==> src/rtl/demux_stream_1ton.sv <==
// Registered 1:N stream demultiplexer. Each beat is routed by s_sel or by a
// round-robin pointer into a one-entry output register per channel.

module demux_stream_ch #(
  parameter int WIDTH = 8
) (
  input  logic             clk,
  input  logic             rst_n,
  input  logic             wr_i,
  input  logic             rdy_i,
  input  logic [WIDTH-1:0] din_i,
  output logic             vld_o,
  output logic [WIDTH-1:0] dout_o
);
  logic             vld_q;
  logic [WIDTH-1:0] data_q;

  // A write wins over a drain so a slot can be refilled in the cycle it empties.
  always_ff @(posedge clk or negedge rst_n) begin
    if (!rst_n) begin
      vld_q  <= 1'b0;
      data_q <= '0;
    end else if (wr_i) begin
      vld_q  <= 1'b1;
      data_q <= din_i;
    end else if (rdy_i) begin
      vld_q  <= 1'b0;
    end
  end

  assign vld_o  = vld_q;
  assign dout_o = data_q;
endmodule

module demux_stream_1ton #(
  parameter  int WIDTH = 8,
  parameter  int NCH   = 4,
  localparam int SELW  = $clog2(NCH)
) (
  input  logic                 clk,
  input  logic                 rst_n,
  input  logic                 mode,
  input  logic                 s_valid,
  output logic                 s_ready,
  input  logic [WIDTH-1:0]     s_data,
  input  logic [SELW-1:0]      s_sel,
  output logic [NCH-1:0]       m_valid,
  input  logic [NCH-1:0]       m_ready,
  output logic [NCH*WIDTH-1:0] m_data,
  output logic                 err_drop,
  output logic [SELW-1:0]      rr_ptr
);
  localparam int SLOTS = 1 << SELW;

  logic [NCH-1:0]   free, wr;
  logic [SLOTS-1:0] free_ext;
  logic [SELW-1:0]  tgt, rr_ptr_q, rr_ptr_d;
  logic             illegal, acc, err_drop_q;

  assign tgt      = mode ? rr_ptr_q : s_sel;
  assign illegal  = !mode && (int'(s_sel) >= NCH);
  assign free     = ~m_valid | m_ready;
  // Padded so an out-of-range select never indexes past the slot vector.
  assign free_ext = SLOTS'(free);
  assign s_ready  = rst_n && (illegal || free_ext[tgt]);
  assign acc      = s_valid && s_ready;
  assign rr_ptr_d = (rr_ptr_q == SELW'(NCH - 1)) ? '0 : rr_ptr_q + 1'b1;

  for (genvar i = 0; i < NCH; i++) begin : g_ch
    assign wr[i] = acc && !illegal && (tgt == SELW'(i));

    demux_stream_ch #(.WIDTH(WIDTH)) u_ch (
      .clk    (clk),
      .rst_n  (rst_n),
      .wr_i   (wr[i]),
      .rdy_i  (m_ready[i]),
      .din_i  (s_data),
      .vld_o  (m_valid[i]),
      .dout_o (m_data[i*WIDTH +: WIDTH])
    );
  end

  always_ff @(posedge clk or negedge rst_n) begin
    if (!rst_n) begin
      rr_ptr_q   <= '0;
      err_drop_q <= 1'b0;
    end else begin
      err_drop_q <= acc && illegal;
      if (acc && mode) rr_ptr_q <= rr_ptr_d;
    end
  end

  assign err_drop = err_drop_q;
  assign rr_ptr   = rr_ptr_q;
endmodule

==> config.mk <==
export PLATFORM = sky130hd
export DESIGN_NAME = demux_stream_1ton
export DESIGN_NICKNAME = d
export VERILOG_FILES = /design/src/rtl/demux_stream_1ton.sv
export SDC_FILE = /design/constraint.sdc
export NUM_CORES = 1
export LEC_CHECK = 0
export ABC_AREA = 1
export CORE_MARGIN = 2
export CORE_UTILIZATION = 52
export CTS_BUF_LIST = sky130_fd_sc_hd__clkbuf_2
export DETAILED_ROUTE_END_ITERATION = 12
export HOLD_SLACK_MARGIN = 0.03
export PLACE_DENSITY = 0.95
export SKIP_LAST_GASP = 1
export SYNTH_ARGS = -nofsm -noshare
export SYNTH_HDL_FRONTEND = slang
export SYNTH_SLANG_ARGS = --single-unit
==> constraint.sdc <==
create_clock -name clk -period 4.4 [get_ports clk]
set_clock_uncertainty 0.1 [all_clocks]
set_input_delay 1.1 -clock clk [delete_from_list [all_inputs] [get_ports clk]]
set_output_delay 1.1 -clock clk [all_outputs]
set_load 0.005 [all_outputs]
== Word-level counts from Yosys, hierarchy flattened ==
Cells that the tools add are included.

* Bitwise gates (word level): 2
* Add/sub/neg operators: 1
* Eq/ne operators: 4
* Order comparisons: 1
* Multiplexer cells: 12
* Reductions and logical operators: 12

{| class="wikitable"
|+ Operators by type and width
! kind !! number
|-
| $mux 1 || 9
|-
| $reduce_bool 2->1 || 4
|-
| $logic_and 1x1->1 || 7
|-
| $eq 2x2->1 const B || 3
|-
| $mux 2 || 2
|-
| $not 4->4 || 1
|-
| $or 4x4->4 || 1
|-
| $lt 2x3->1 const B || 1
|-
| $add 2x1->2 const B || 1
|-
| $bmux 1 s2 || 1
|-
| $eq 2x1->1 const B || 1
|-
| $logic_not 2->1 || 1
|}

* Logic and storage cells: 41
* Input port bits: 18
* Bits in registers: 38
* Output and inout bits: 40

== Logic depth before layout (Yosys ltp) ==
Gate-level depths: netlist of run 1.

* Word-level depth: 8
* Mapped depth: 9
* Mapped depth without buffers: 9

== Hierarchy ==
A second synthesis of run 1 with hierarchy kept.

* Cells, all modules: 206
* Area total of the unflattened synthesis: 1696.6 um^2

{| class="wikitable"
|+ By module, submodules not included
! module !! instances !! seq. area each (um^2) !! area an instance (um^2) !! cells an instance
|-
| demux_stream_ch || 4 || 225.2 || 341.6 || 38
|-
| demux_stream_1ton || 1 || 50.0 || 330.3 || 54
|}

== Least setup slack after synthesis of run 1 ==
OpenSTA, ideal clock, no wires.

* Kind: input port to output port
* From: input port mode
* To: output port s_ready
* Slack: 1453 ps
* Stages: 7
* Data required time: 3200 ps
* Arrival time: 1747 ps
* Buffers on the path: 1
* Cell sequence: inv_2 > nand2_1 > nand2_2 > nand3_2 > nand3_4 > nor2_8 > buf_6

* Longest elaborated chain between the ends: 4

{| class="wikitable"
|+ Ends and longest elaborated chain
! item !! RTL line !! text
|-
| from (decl) || 42 || <nowiki>input logic mode,</nowiki>
|-
| $mux 2 || 60 || <nowiki>assign tgt = mode ? rr_ptr_q : s_sel;</nowiki>
|-
| $bmux 1 s2 || 65 || <nowiki>assign s_ready = rst_n && (illegal || free_ext[tgt]);</nowiki>
|-
| $mux 1 (not written as such) || 65 ||
|-
| $logic_and 1x1->1 || 65 ||
|-
| to (decl) || 44 || <nowiki>output logic s_ready,</nowiki>
|}

No other way between the ends. The select of a mux whose other input is x is not followed.

== Final worst setup path of run 1 ==
Ends and elaborated chain as after synthesis.

==> results of run 1 <==
==> worst paths after layout <==
kind	startpoint	end	slack, ns	cells after the start
max reg2reg	rr_ptr[0]$_DFFE_PN0P_	g_ch[2].u_ch.dout_o[3]$_DFFE_PN0P_	2.64	9
min reg2reg	g_ch[1].u_ch.dout_o[7]$_DFFE_PN0P_	g_ch[1].u_ch.dout_o[7]$_DFFE_PN0P_	0.40	2
min in group asynchronous	rst_n	g_ch[3].u_ch.dout_o[4]$_DFFE_PN0P_	0.70	2
max	mode	s_ready	0.37	8
max in group asynchronous	rst_n	g_ch[3].u_ch.dout_o[7]$_DFFE_PN0P_	3.17	2
min	g_ch[1].u_ch.dout_o[7]$_DFFE_PN0P_	g_ch[1].u_ch.dout_o[7]$_DFFE_PN0P_	0.40	2
==> final cells by class <==
type,count,share of cell area [%]
clock buffers,5,1.01
clock inverters,3,0.655
inverters,12,1.81
multi-input cells,143,32.6
flip-flops and latches,38,38.3
well taps,46,2.32
repair buffers,59,23.3
==> state kept, by name, indices dropped and copies added, names as in the netlist <==
register,cells
rr_ptr,2
g_ch.u_ch.dout_o,32
g_ch.u_ch.vld_o,4
==> power breakdown <==
part           internal (mW)  switching, mW
Sequential             0.500         0.0989
Combinational          0.353          0.254
Clock                 0.0362          0.116
Total                  0.890          0.469
==> Yosys cell counts <==
library cell / count / area share (%)
nand2_1: 77 / 15
dfrtp_1: 38 / 50
nand4_1: 34 / 11
inv_1: 8 / 1.6
buf_4: 5 / 2.0
nor2_1: 5 / 0.99
nand2_2: 4 / 1.3
nand3_2: 4 / 2.1
nand4_4: 4 / 4.5
o21ai_1: 4 / 1.1
buf_6: 3 / 1.8
clkbuf_1: 3 / 0.59
inv_2: 3 / 0.59
nor2_2: 3 / 0.99
nand2_4: 2 / 1.2
nor2_8: 2 / 2.1
buf_2: 1 / 0.26
clkinv_1: 1 / 0.20
conb_1: 1 / 0.20
ha_1: 1 / 0.66
nand3_1: 1 / 0.26
nand3_4: 1 / 0.92
==> critical path, delay by kind of cell <==
family	cells	cell delay (ns)
buffers and inverters	3	1.19
and+or+nand+nor	5	0.54
==> cells by family after synthesis <==
| kind of cell | Yosys count |
|---|---|
| AND/OR/NAND/NOR | 137 |
| flip-flops | 38 |
| buffers and inverters | 24 |
| AO/OA/AOI/OAI | 4 |
| adder cells (fa/ha/maj) | 1 |
| other | 1 |
==> routing by layer <==
metal	GRT usage [%]	share of wire, %	up-vias
li1	-	-	798
met1	33.4	42	768
met2	36.5	47	80
met3	6.51	7.9	13
met4	11.4	2.9	0
met5	0	0	-
==> layout by cell type (no fill, tap or decap), drive strengths merged <==
| cell | Yosys | final |
|---|---|---|
| conb | 1 | 1 |
| clkdlybuf4s50 | 0 | 55 |
| nand4 | 38 | 38 |
| clkinv | 1 | 3 |
| dfrtp | 38 | 38 |
| buf | 9 | 4 |
| nor2 | 10 | 10 |
| nand3 | 6 | 6 |
| ha | 1 | 1 |
| clkinvlp | 0 | 1 |
| inv | 11 | 11 |
| clkbuf | 3 | 5 |
| o21ai | 4 | 4 |
| nand2 | 83 | 83 |
==> key figures, run 1 <==
Worst setup path
  – Element type at the critical path start: input pin
  – Setup Crit Path Kind: in2out
  – Critical Path, Cell by Cell: clkdlybuf4s50_1 -> inv_2 -> nand2_1 -> nand2_1 -> nand3_2 -> nand2_4 -> nor2_8 -> clkdlybuf4s50_1
  – Slowest CP cell: clkdlybuf4s50_1
  – CP Capture Type: primary output
  – Critical path required time: 3.20 ns
  – Max stage delay on crit path: 0.60 ns
  – Critical-path maximum fanout: 7
  – Worst EP arrival: 2.83 ns

STA
  – Final Hold Fails: 0
  – Setup violators final: 0
  – Tcrit/Tclk final: 91.6%
  – Setup tns final: 0 ns
  – Final setup margin: 0.372 ns
  – Tmin final: 4.03 ns
  – Pins Over Slew Limit: 0
  – Hold Slack: 0.399 ns
  – Fmax: 248 MHz
  – RSZ-0062 raised after global routing: no

Layout
  – Layout Cells excl Fill: 306
  – Reg area: 951 sq um
  – Nets: 278
  – Multi-input logic area: 811 sq um
  – Layout Area Growth over Synthesis: 31.1%
  – Layout fillers: 276
  – Layout cells sized above 1: 13.1%
  – Final core utilization: 72.7%
  – Cell area after layout: 2480 sq um
  – N_diodes: 0

Drt
  – Drt drc: 0
  – 1st-iter DRT viols: 90
  – Routed vias: 1659
  – Final wirelength: 4580 microns
  – Routed vias/inst: 5.42
  – First drt pass iteration count: 4
  – Remaining antenna violation count after routing: 0
  – WL/cell: 15.0 microns

CTS
  – Root Buffer: clkbuf_2
  – Clock Path Buffers: 2
  – H-tree depth: 2
  – Clock Latency Late Sink: 0.40 ns
  – Setup Buffers After CTS: 0
  – Cts-stage hold buffer count: 0
  – # resized after CTS: 0
  – CTS tree: yes
  – Clock slew at reported path FFs: 0.19 ns
  – Num CTS Buffers: 5
  – # clock sinks: 38

Placed design
  – Placed cell areas: 2440 sq um
  – DP HPWL: 3310 microns
  – Place WS: 0.385 ns
  – GPL Wtd Cong: 0.812
  – Placed Cells: 298
  – Port bufs: 56

Synthesis
  – Compound-cell area share of the yosys netlist: 1.06%
  – Synthesized Nets: 224
  – Ys Warns: 0
  – Cell count after synthesis: 205
  – Synthesized area: 1890 sq um
  – Multiplexer share of the synthesized area: 0%
  – Largest family of logic cells by synthesized area: simple AND/OR/NAND/NOR gates
  – Area share of fa/ha/maj cells after synthesis: 0.661%
  – Simple logic cell fraction of the synthesized area: 40.9%
  – Seq/Total Area, Yosys: 50.2%
  – Synth Area per Inst: 9.24 sq um
  – XOR/XNOR Fraction of Synth Area: 0%
  – #FFs+latches synth: 38
  – Synth unique cells: 22

Die
  – Initial core utilization: 55.5%
  – Die area: 4140 sq um
  – Die Ht: 64.4 microns
  – Core area: 3420 sq um
  – Die width: 64.4 microns
  – I/O pin cnt: 58
  – Row cnt: 21

Global route
  – Vias in the first global route: 1561
  – Grt ovf: 0
  – Largest net degree at the start of global routing: 40
  – First-pass GRT wire length: 7600 microns
  – GRT Util Overall: 24.5%
  – Antenna violations before repair: 0

Job
  – MaxCap Viol Count: 0

Pwr
  – Lkg Pwr: 1.17 nW
  – Worst ir drop on vdd: 0.254 mV
  – PwrDens: 547 nW/um^2
  – Final Total Pwr: 1.36 mW

Outcome
  – Outcome: finished, final reports clean

Hold path
  – Min-Delay Path Class: reg2reg
(Power assumes the default switching activity.)
==> run 2, diff against run 1 <==
--- a/config.mk
+++ b/config.mk
@@ -13,6 +13,7 @@
 export HOLD_SLACK_MARGIN = 0.03
 export PLACE_DENSITY = 0.95
 export SKIP_LAST_GASP = 1
+export SLEW_MARGIN = 10
 export SYNTH_ARGS = -nofsm -noshare
 export SYNTH_HDL_FRONTEND = slang
 export SYNTH_SLANG_ARGS = --single-unit
==> results of run 2 <==
No change in the layout: final DEF, timing and power equal those of run 1.
